[src/rtl/comparator_nbit_seq.sv]
// Multi-cycle MSB-first magnitude comparator, DIGIT bits per clock, unsigned or two's-complement.
// Optional early termination on the first unequal slice: define CMP_EARLY_EXIT_EN.
//
// state     | meaning
// ----------+-----------------------------------------------------------
// S_IDLE    | in_ready high, waiting for in_valid to capture operands
// S_COMPARE | one DIGIT-wide slice compared per edge, MSB slice first
// S_DONE    | out_valid high with one-hot flags, held until out_ready
module comparator_nbit_seq #(
   parameter  int WIDTH = 8,
   parameter  int DIGIT = 2,
   localparam int NDIG  = WIDTH / DIGIT,
   localparam int CW    = $clog2(NDIG) + 1
) (
   input  logic             clk,
   input  logic             rst,
   input  logic             in_valid,
   output logic             in_ready,
   input  logic [WIDTH-1:0] A,
   input  logic [WIDTH-1:0] B,
   input  logic             signed_mode,
   output logic             out_valid,
   input  logic             out_ready,
   output logic             A_greater_B,
   output logic             A_equals_B,
   output logic             A_less_B,
   output logic [CW-1:0]    cycles
);

   localparam int IW = (NDIG > 1) ? $clog2(NDIG) : 1;

   if (WIDTH < 2) begin : g_width_chk
      $error("comparator_nbit_seq: WIDTH must be at least 2");
   end
   if (WIDTH % DIGIT != 0) begin : g_digit_chk
      $error("comparator_nbit_seq: WIDTH must be a multiple of DIGIT");
   end

   typedef enum logic [1:0] {
      S_IDLE    = 2'd0,
      S_COMPARE = 2'd1,
      S_DONE    = 2'd2
   } state_t;

   state_t           state_q;
   logic [WIDTH-1:0] a_q;
   logic [WIDTH-1:0] b_q;
   logic [IW-1:0]    idx_q;
   logic             gt_s_q;
   logic             lt_s_q;
   logic [CW-1:0]    cyc_q;
   logic             in_ready_q;
   logic             out_valid_q;
   logic             gt_q;
   logic             eq_q;
   logic             lt_q;

   logic [DIGIT-1:0] da;
   logic [DIGIT-1:0] db;
   logic             decided;
   logic             gt_d;
   logic             lt_d;
   logic             last_d;
   logic             exit_d;

   // Operands shift left each cycle, so the slice under test is always the top DIGIT bits.
   assign da = a_q[WIDTH-1 -: DIGIT];
   assign db = b_q[WIDTH-1 -: DIGIT];

   always_comb begin
      decided = gt_s_q | lt_s_q;
      gt_d    = gt_s_q | (!decided && (da > db));
      lt_d    = lt_s_q | (!decided && (da < db));
      last_d  = (idx_q == '0);
`ifdef CMP_EARLY_EXIT_EN
      exit_d  = last_d | (!decided && (da != db));
`else
      exit_d  = last_d;
`endif
   end

   always_ff @(posedge clk or posedge rst) begin
      if (rst) begin
         state_q     <= S_IDLE;
         a_q         <= '0;
         b_q         <= '0;
         idx_q       <= '0;
         gt_s_q      <= 1'b0;
         lt_s_q      <= 1'b0;
         cyc_q       <= '0;
         in_ready_q  <= 1'b1;
         out_valid_q <= 1'b0;
         gt_q        <= 1'b0;
         eq_q        <= 1'b0;
         lt_q        <= 1'b0;
      end else begin
         case (state_q)
            S_IDLE: begin
               if (in_valid) begin
                  // Inverting the MSB maps two's-complement order onto unsigned order.
                  a_q        <= {A[WIDTH-1] ^ signed_mode, A[WIDTH-2:0]};
                  b_q        <= {B[WIDTH-1] ^ signed_mode, B[WIDTH-2:0]};
                  idx_q      <= IW'(NDIG - 1);
                  gt_s_q     <= 1'b0;
                  lt_s_q     <= 1'b0;
                  cyc_q      <= '0;
                  in_ready_q <= 1'b0;
                  state_q    <= S_COMPARE;
               end
            end
            S_COMPARE: begin
               gt_s_q <= gt_d;
               lt_s_q <= lt_d;
               cyc_q  <= cyc_q + CW'(1);
               a_q    <= a_q << DIGIT;
               b_q    <= b_q << DIGIT;
               idx_q  <= idx_q - IW'(1);
               if (exit_d) begin
                  state_q     <= S_DONE;
                  out_valid_q <= 1'b1;
                  gt_q        <= gt_d;
                  lt_q        <= lt_d;
                  eq_q        <= !(gt_d | lt_d);
               end
            end
            S_DONE: begin
               if (out_ready) begin
                  state_q     <= S_IDLE;
                  out_valid_q <= 1'b0;
                  gt_q        <= 1'b0;
                  eq_q        <= 1'b0;
                  lt_q        <= 1'b0;
                  in_ready_q  <= 1'b1;
               end
            end
            default: begin
               state_q     <= S_IDLE;
               in_ready_q  <= 1'b1;
               out_valid_q <= 1'b0;
               gt_q        <= 1'b0;
               eq_q        <= 1'b0;
               lt_q        <= 1'b0;
            end
         endcase
      end
   end

   assign in_ready    = in_ready_q;
   assign out_valid   = out_valid_q;
   assign A_greater_B = gt_q;
   assign A_equals_B  = eq_q;
   assign A_less_B    = lt_q;
   assign cycles      = cyc_q;

endmodule
[config.mk]
export PLATFORM = sky130hd
export DESIGN_NAME = comparator_nbit_seq
export DESIGN_NICKNAME = d
export VERILOG_FILES = /design/src/rtl/comparator_nbit_seq.sv
export SDC_FILE = /design/constraint.sdc
export NUM_CORES = 1
export LEC_CHECK = 0
export BUFFER_PORTS_ARGS = -buffer_cell sky130_fd_sc_hd__buf_4
export CORE_MARGIN = 3
export CORE_UTILIZATION = 54
export DETAILED_ROUTE_END_ITERATION = 10
export PLACE_DENSITY_LB_ADDON = 0.25
export SLEW_MARGIN = 10
export SYNTH_ARGS = -nofsm -noshare
export SYNTH_HDL_FRONTEND = slang
export SYNTH_SLANG_ARGS = --single-unit
[constraint.sdc]
create_clock -name clk -period 1.7 [get_ports clk]
set_clock_uncertainty 0.1 [all_clocks]
set_input_delay 0.255 -clock clk [delete_from_list [all_inputs] [get_ports clk]]
set_output_delay 0.255 -clock clk [all_outputs]
set_load 0.05 [all_outputs]
# Word-level counts from Yosys, hierarchy flattened
# Index checks and enable logic that the tools add are counted.
[word_totals]
ff_bits = 30
inputBits = 21
output_inout_bits = 8
[classes]
n_addsub = 2
n_lt_le_gt_ge = 2
n_eq_ne = 5
mux = 26
bitwise = 8
reduce_logical = 11
[op_table]
columns = ["op", "count"]
rows = [
  ["$pmux 8 s2", 2],
  ["$mux 8", 2],
  ["$pmux 1 s3", 5],
  ["$reduce_and 3->1", 3],
  ["$mux 2", 4],
  ["$mux 1", 7],
  ["$ne 2x2->1 const B", 3],
  ["$pmux 2 s3", 1],
  ["$pmux 3 s2", 1],
  ["$logic_not 2->1", 2],
  ["$or 1x1->1", 4],
  ["$pmux 1 s2", 2],
  ["$pmux 2 s2", 1],
  ["$add 3x1->3 const B", 1],
  ["$mux 3", 1],
  ["$eq 2x1->1 const B", 1],
  ["$eq 2x2->1 const B", 1],
  ["$gt 2x2->1", 1],
  ["$logic_and 1x1->1", 2],
  ["$logic_not 1->1", 2],
  ["$lt 2x2->1", 1],
  ["$not 1->1", 2],
  ["$reduce_and 2->1", 1],
  ["$reduce_bool 2->1", 1],
  ["2 further kinds", 3],
]

# Logic depth before layout (Yosys ltp)
[logic_depth]
ltp_word = 8
ltp_mapped = 5

# Worst setup path after synthesis
# OpenSTA, ideal clock, no wires.
[synth_timing]
path_kind = "flip-flop to flip-flop"
startpoint = "reg cyc_q[0], in the netlist cycles[0]"
endpoint = "reg cyc_q[2], in the netlist cycles[2]"
setup_time_ns = 0.121
arrival_ns = 1.404
required_time_ns = 1.479
slack_ns = 0.075
stages_incl_launch_ff = 4
period_less_slack_ns = 1.625
path_cell_list = "dfrtp_1 > ha_1 > mux2_2 > a22o_1"
[synth_between]
elab_chain_len = 2
[synth_lines]
columns = ["item", "line_no", "rtl"]
rows = [
  ["start, declared", "51", "logic [CW-1:0] cyc_q;"],
  ["start signal, assigned", "114", "cyc_q <= cyc_q + CW'(1);"],
  ["$add 3x1->3", "114", ""],
  ["$pmux 3 s2", "97", "case (state_q)"],
]
# Every way passes these cells.
# A chain may end at the register's enable or synchronous reset.

# Worst setup path in the final report
[layout_timing]
startpoint = "reg a_q[7]"
endpoint = "reg gt_q, in the netlist A_greater_B"
[layout_between]
elab_chain_len = 5
[layout_lines]
columns = ["item", "line_no", "rtl"]
rows = [
  ["start, declared", "46", "logic [WIDTH-1:0] a_q;"],
  ["start signal, assigned", "101", "a_q <= {A[WIDTH-1] ^ signed_mode, A[WIDTH-2:0]};"],
  ["start signal, assigned", "115", "a_q <= a_q << DIGIT;"],
  ["$gt 2x2->1", "72", "gt_d = gt_s_q | (!decided && (da > db));"],
  ["$logic_and 1x1->1", "72", ""],
  ["$or 1x1->1", "72", ""],
  ["$mux 1", "118", "if (exit_d) begin"],
  ["$pmux 1 s3", "97", ""],
  ["end signal, assigned", "121", "gt_q <= gt_d;"],
  ["end, declared", "54", "logic gt_q;"],
]
# Every way passes these cells. The select of a mux whose other input is x is not followed.

==> flow_metrics.tcl <==
set metrics [dict create \
    grt_usage_pct 22.2 \
    whs_ns 0.0476 \
    antenna_cells 0 \
    postRouteAntennaNets 0 \
    setup_viol 0 \
    ys_ff_latch 30 \
    drc 0 \
    critPathRequiredTime_ns 1.83 \
    path_class "flop to flop" \
    stdcell_count 215 \
    area_growth_pct 20.7 \
    die_w_um 58.4 \
    synth_fa_ha_area_share_pct 3.37 \
    yosys.area_share.simple_pct 19.6 \
    antenna_found_initial 0 \
    drt_iter0_markers 36 \
    hold_path_end "a_q[1]" \
    status "completed" \
    crit_chain "ha_1 > nand2b_1 > and2_1 > o31ai_1" \
    crit_fanout 4 \
    hold_class "input port to flop" \
    tightest_slew_ns 0.508 \
    ys_warn_count 0 \
    leakagePower_uw 0.000888 \
    syn_nets 176 \
    path_clk_slew_ns 0.10 \
    fin_util_pct 70.4 \
    hold_viol_final 0 \
    fmax_mhz 631 \
    syn_inst 151 \
    io-pin-count 29 \
    dieArea_mm2 0.00341 \
    finalCritPeriodShare_pct 93.2 \
    first_pass_iters 4 \
    cp.arrival_ns 1.71 \
    synth.area.mux_share_pct 0.759 \
    globalplace.congestion 0.799 \
    worstSkewPairLatency_ns 0.34 \
    cts_tree "built" \
    port_buffers 28 \
    yosys.area_share.xor_xnor_pct 1.18 \
    dpl.cell_count 206 \
    synth-async-reset-ratio_pct 100 \
    hpwlAfterDp_um 2320 \
    num_rows 18 \
    max_slew_margin_pct 66.1 \
    grt_pass1_vias 1204 \
    cts_resized 0 \
    stdcell_area_mm2 0.00179 \
    wl_per_cell_um 15.1 \
    coreArea_mm2 0.00254 \
    initial_core_util_pct 58.3 \
    rsz0062_at_grt "no" \
    nFillCells 196 \
    end_kind "flop" \
    ff2ff_setup_slack_ns 0.12 \
    rr_worst_depth 4 \
    worstHoldStart "A[1]" \
    powerDensity_mw_per_mm2 1870 \
    via_per_inst 5.63 \
    r2r_end "A_greater_B" \
    cts_root_buf "clkbuf_4" \
    grt-ovfl-total 0 \
    synth_cell_types 28 \
    num_vias 1210 \
    cts_buffers 5 \
    grt_pass1_wl_um 5590 \
    clk_path_buf_depth 2 \
    crit_slowest_cell "dfrtp_1" \
    htree_levels 2 \
    r2r-start "a_q[7]" \
    grt_max_degree 21 \
    cap_violations 0 \
    wl_um 3250 \
    nNetsFinal 209 \
    synth_area_mm2 0.00148 \
    hold_path_depth 2 \
    synth_ff_type "dfrtp_1" \
    tns_ns 0 \
    peakVddDrop_mv 1.26 \
    synth_edf_count 0 \
    slowest_delay_ns 0.41 \
    synth_area_per_cell_um2 9.83 \
    synth-compound-area-share_pct 19.8 \
    dieHeight_um 58.4 \
    critPathLaunchType "flop" \
    drv_slew 0 \
    fin_crit_ns 1.58 \
    placed_area_mm2 0.00173 \
    synth_top_family_by_area "compound AO/OA/AOI/OAI gates" \
    seq_area_frac_synth_pct 50.7 \
    drive_above_1_share_pct 22.2 \
    clkSinkCount 30 \
]
## area by class of cell
type | instances | area, um^2 | share of cell area [%]
Inverter | 5 | 18.8 | 1.05
Sequential cell | 30 | 752 | 42.0
Timing Repair Buffer | 34 | 270 | 15.1
Multi-Input combinational cell | 108 | 663 | 37.0
Clock buffer | 8 | 48.8 | 2.73
Tap cell | 30 | 37.5 | 2.10
## through the flow
| stage | total power [uW] | worst slack, ns |
|---|---|---|
| floorplan | 2500 | 0.0753 |
| global placement | 2850 | 0.240 |
| detailed placement | 2930 | 0.184 |
| CTS | 3360 | 0.140 |
| global route | 3610 | 0.0806 |
| finish | 3340 | 0.116 |
## flip-flops by register name (all words and copies together), names as in the netlist
| signal | flops |
|---|---|
| cycles | 3 |
| out_valid | 1 |
| gt_s_q | 1 |
| A_greater_B | 1 |
| A_equals_B | 1 |
| state_q | 2 |
| b_q | 8 |
| A_less_B | 1 |
| idx_q | 2 |
| lt_s_q | 1 |
| in_ready | 1 |
| a_q | 8 |
## synthesized netlist by cell type, drive strengths merged (2+ instances only)
cell	number	area, um^2
a21oi	19	95.1
a221o	2	20.0
a22o	5	43.8
and3b	11	96.3
buf	8	50.1
dfrtp	29	726
ha	4	50.1
inv	5	18.8
nand2	20	75.1
nand2b	5	31.3
nor2	6	22.5
nor2b	4	25.0
nor3	3	15.0
o21ai	17	85.1
o31ai	2	15.0
## cells in the final DEF (no fill, tap or decap)
| master | instances |
|---|---|
| a21oi_1 | 19 |
| a221o_1 | 2 |
| a22o_1 | 5 |
| a22oi_1 | 1 |
| and2_1 | 1 |
| and3b_1 | 11 |
| buf_12 | 1 |
| buf_4 | 32 |
| clkbuf_1 | 3 |
| clkbuf_4 | 5 |
| dfrtp_1 | 29 |
| dfstp_2 | 1 |
| dlygate4sd3_1 | 1 |
| ha_1 | 4 |
| inv_1 | 5 |
| mux2_2 | 1 |
| nand2_1 | 20 |
| nand2b_1 | 5 |
| nand3_1 | 1 |
| nand3b_1 | 1 |
| nor2_1 | 6 |
| nor2b_1 | 4 |
| nor3_1 | 3 |
| o21ai_0 | 5 |
| o21ai_1 | 12 |
| o21bai_4 | 1 |
| o2bb2ai_1 | 1 |
| o31ai_1 | 2 |
| or2_1 | 1 |
| xnor2_1 | 1 |
| xor2_1 | 1 |
## worst max path at each step
stage               start          end  slack, ns
6_report           a_q[7]  A_greater_B       0.12
3_3_place_gp   state_q[0]       b_q[7]       0.24
2_1_floorplan   cycles[0]    cycles[2]       0.08
4_1_cts            a_q[7]  A_greater_B       0.14
3_5_place_dp       a_q[7]  A_greater_B       0.18
5_1_grt        state_q[0]       lt_s_q       0.08
## power breakdown
part	total (uW)	switching [uW]	leakage, uW	internal (uW)
clock	406	241	0.0000265	165
combinational	1650	977	0.000483	669
sequential	1290	261	0.000378	1030
total	3340	1480	0.000888	1860
## cells by family after synthesis
kind of cell    after synthesis
buf+inv                      13
xor+xnor                      2
compound gates               48
fa+ha+maj                     4
mux                           1
flops                        30
simple gates                 53
## worst max-delay path: cells and delay by family (launching register included)
| family | cells | cell delay [ns] |
|---|---|---|
| DFF | 1 | 0.41 |
| adders and majority gates | 1 | 0.33 |
| and+or+nand+nor | 2 | 0.33 |
| AOI/OAI and AO/OA | 1 | 0.30 |
## per-layer routing
layer  wire [um]  share of wire [%]  GRT usage (%)
met2        1650                 51           34.1
met3         135                4.2           7.46
met5           0                  0              0
met1        1380                 42           27.9
met4          82                2.5           11.3
## what timing repair did
action	4_1_cts	5_1_grt
hold buffers	1	0
buffers inserted	0	0
endpoints found under the hold margin	10	0
(Power assumes the default switching activity.)
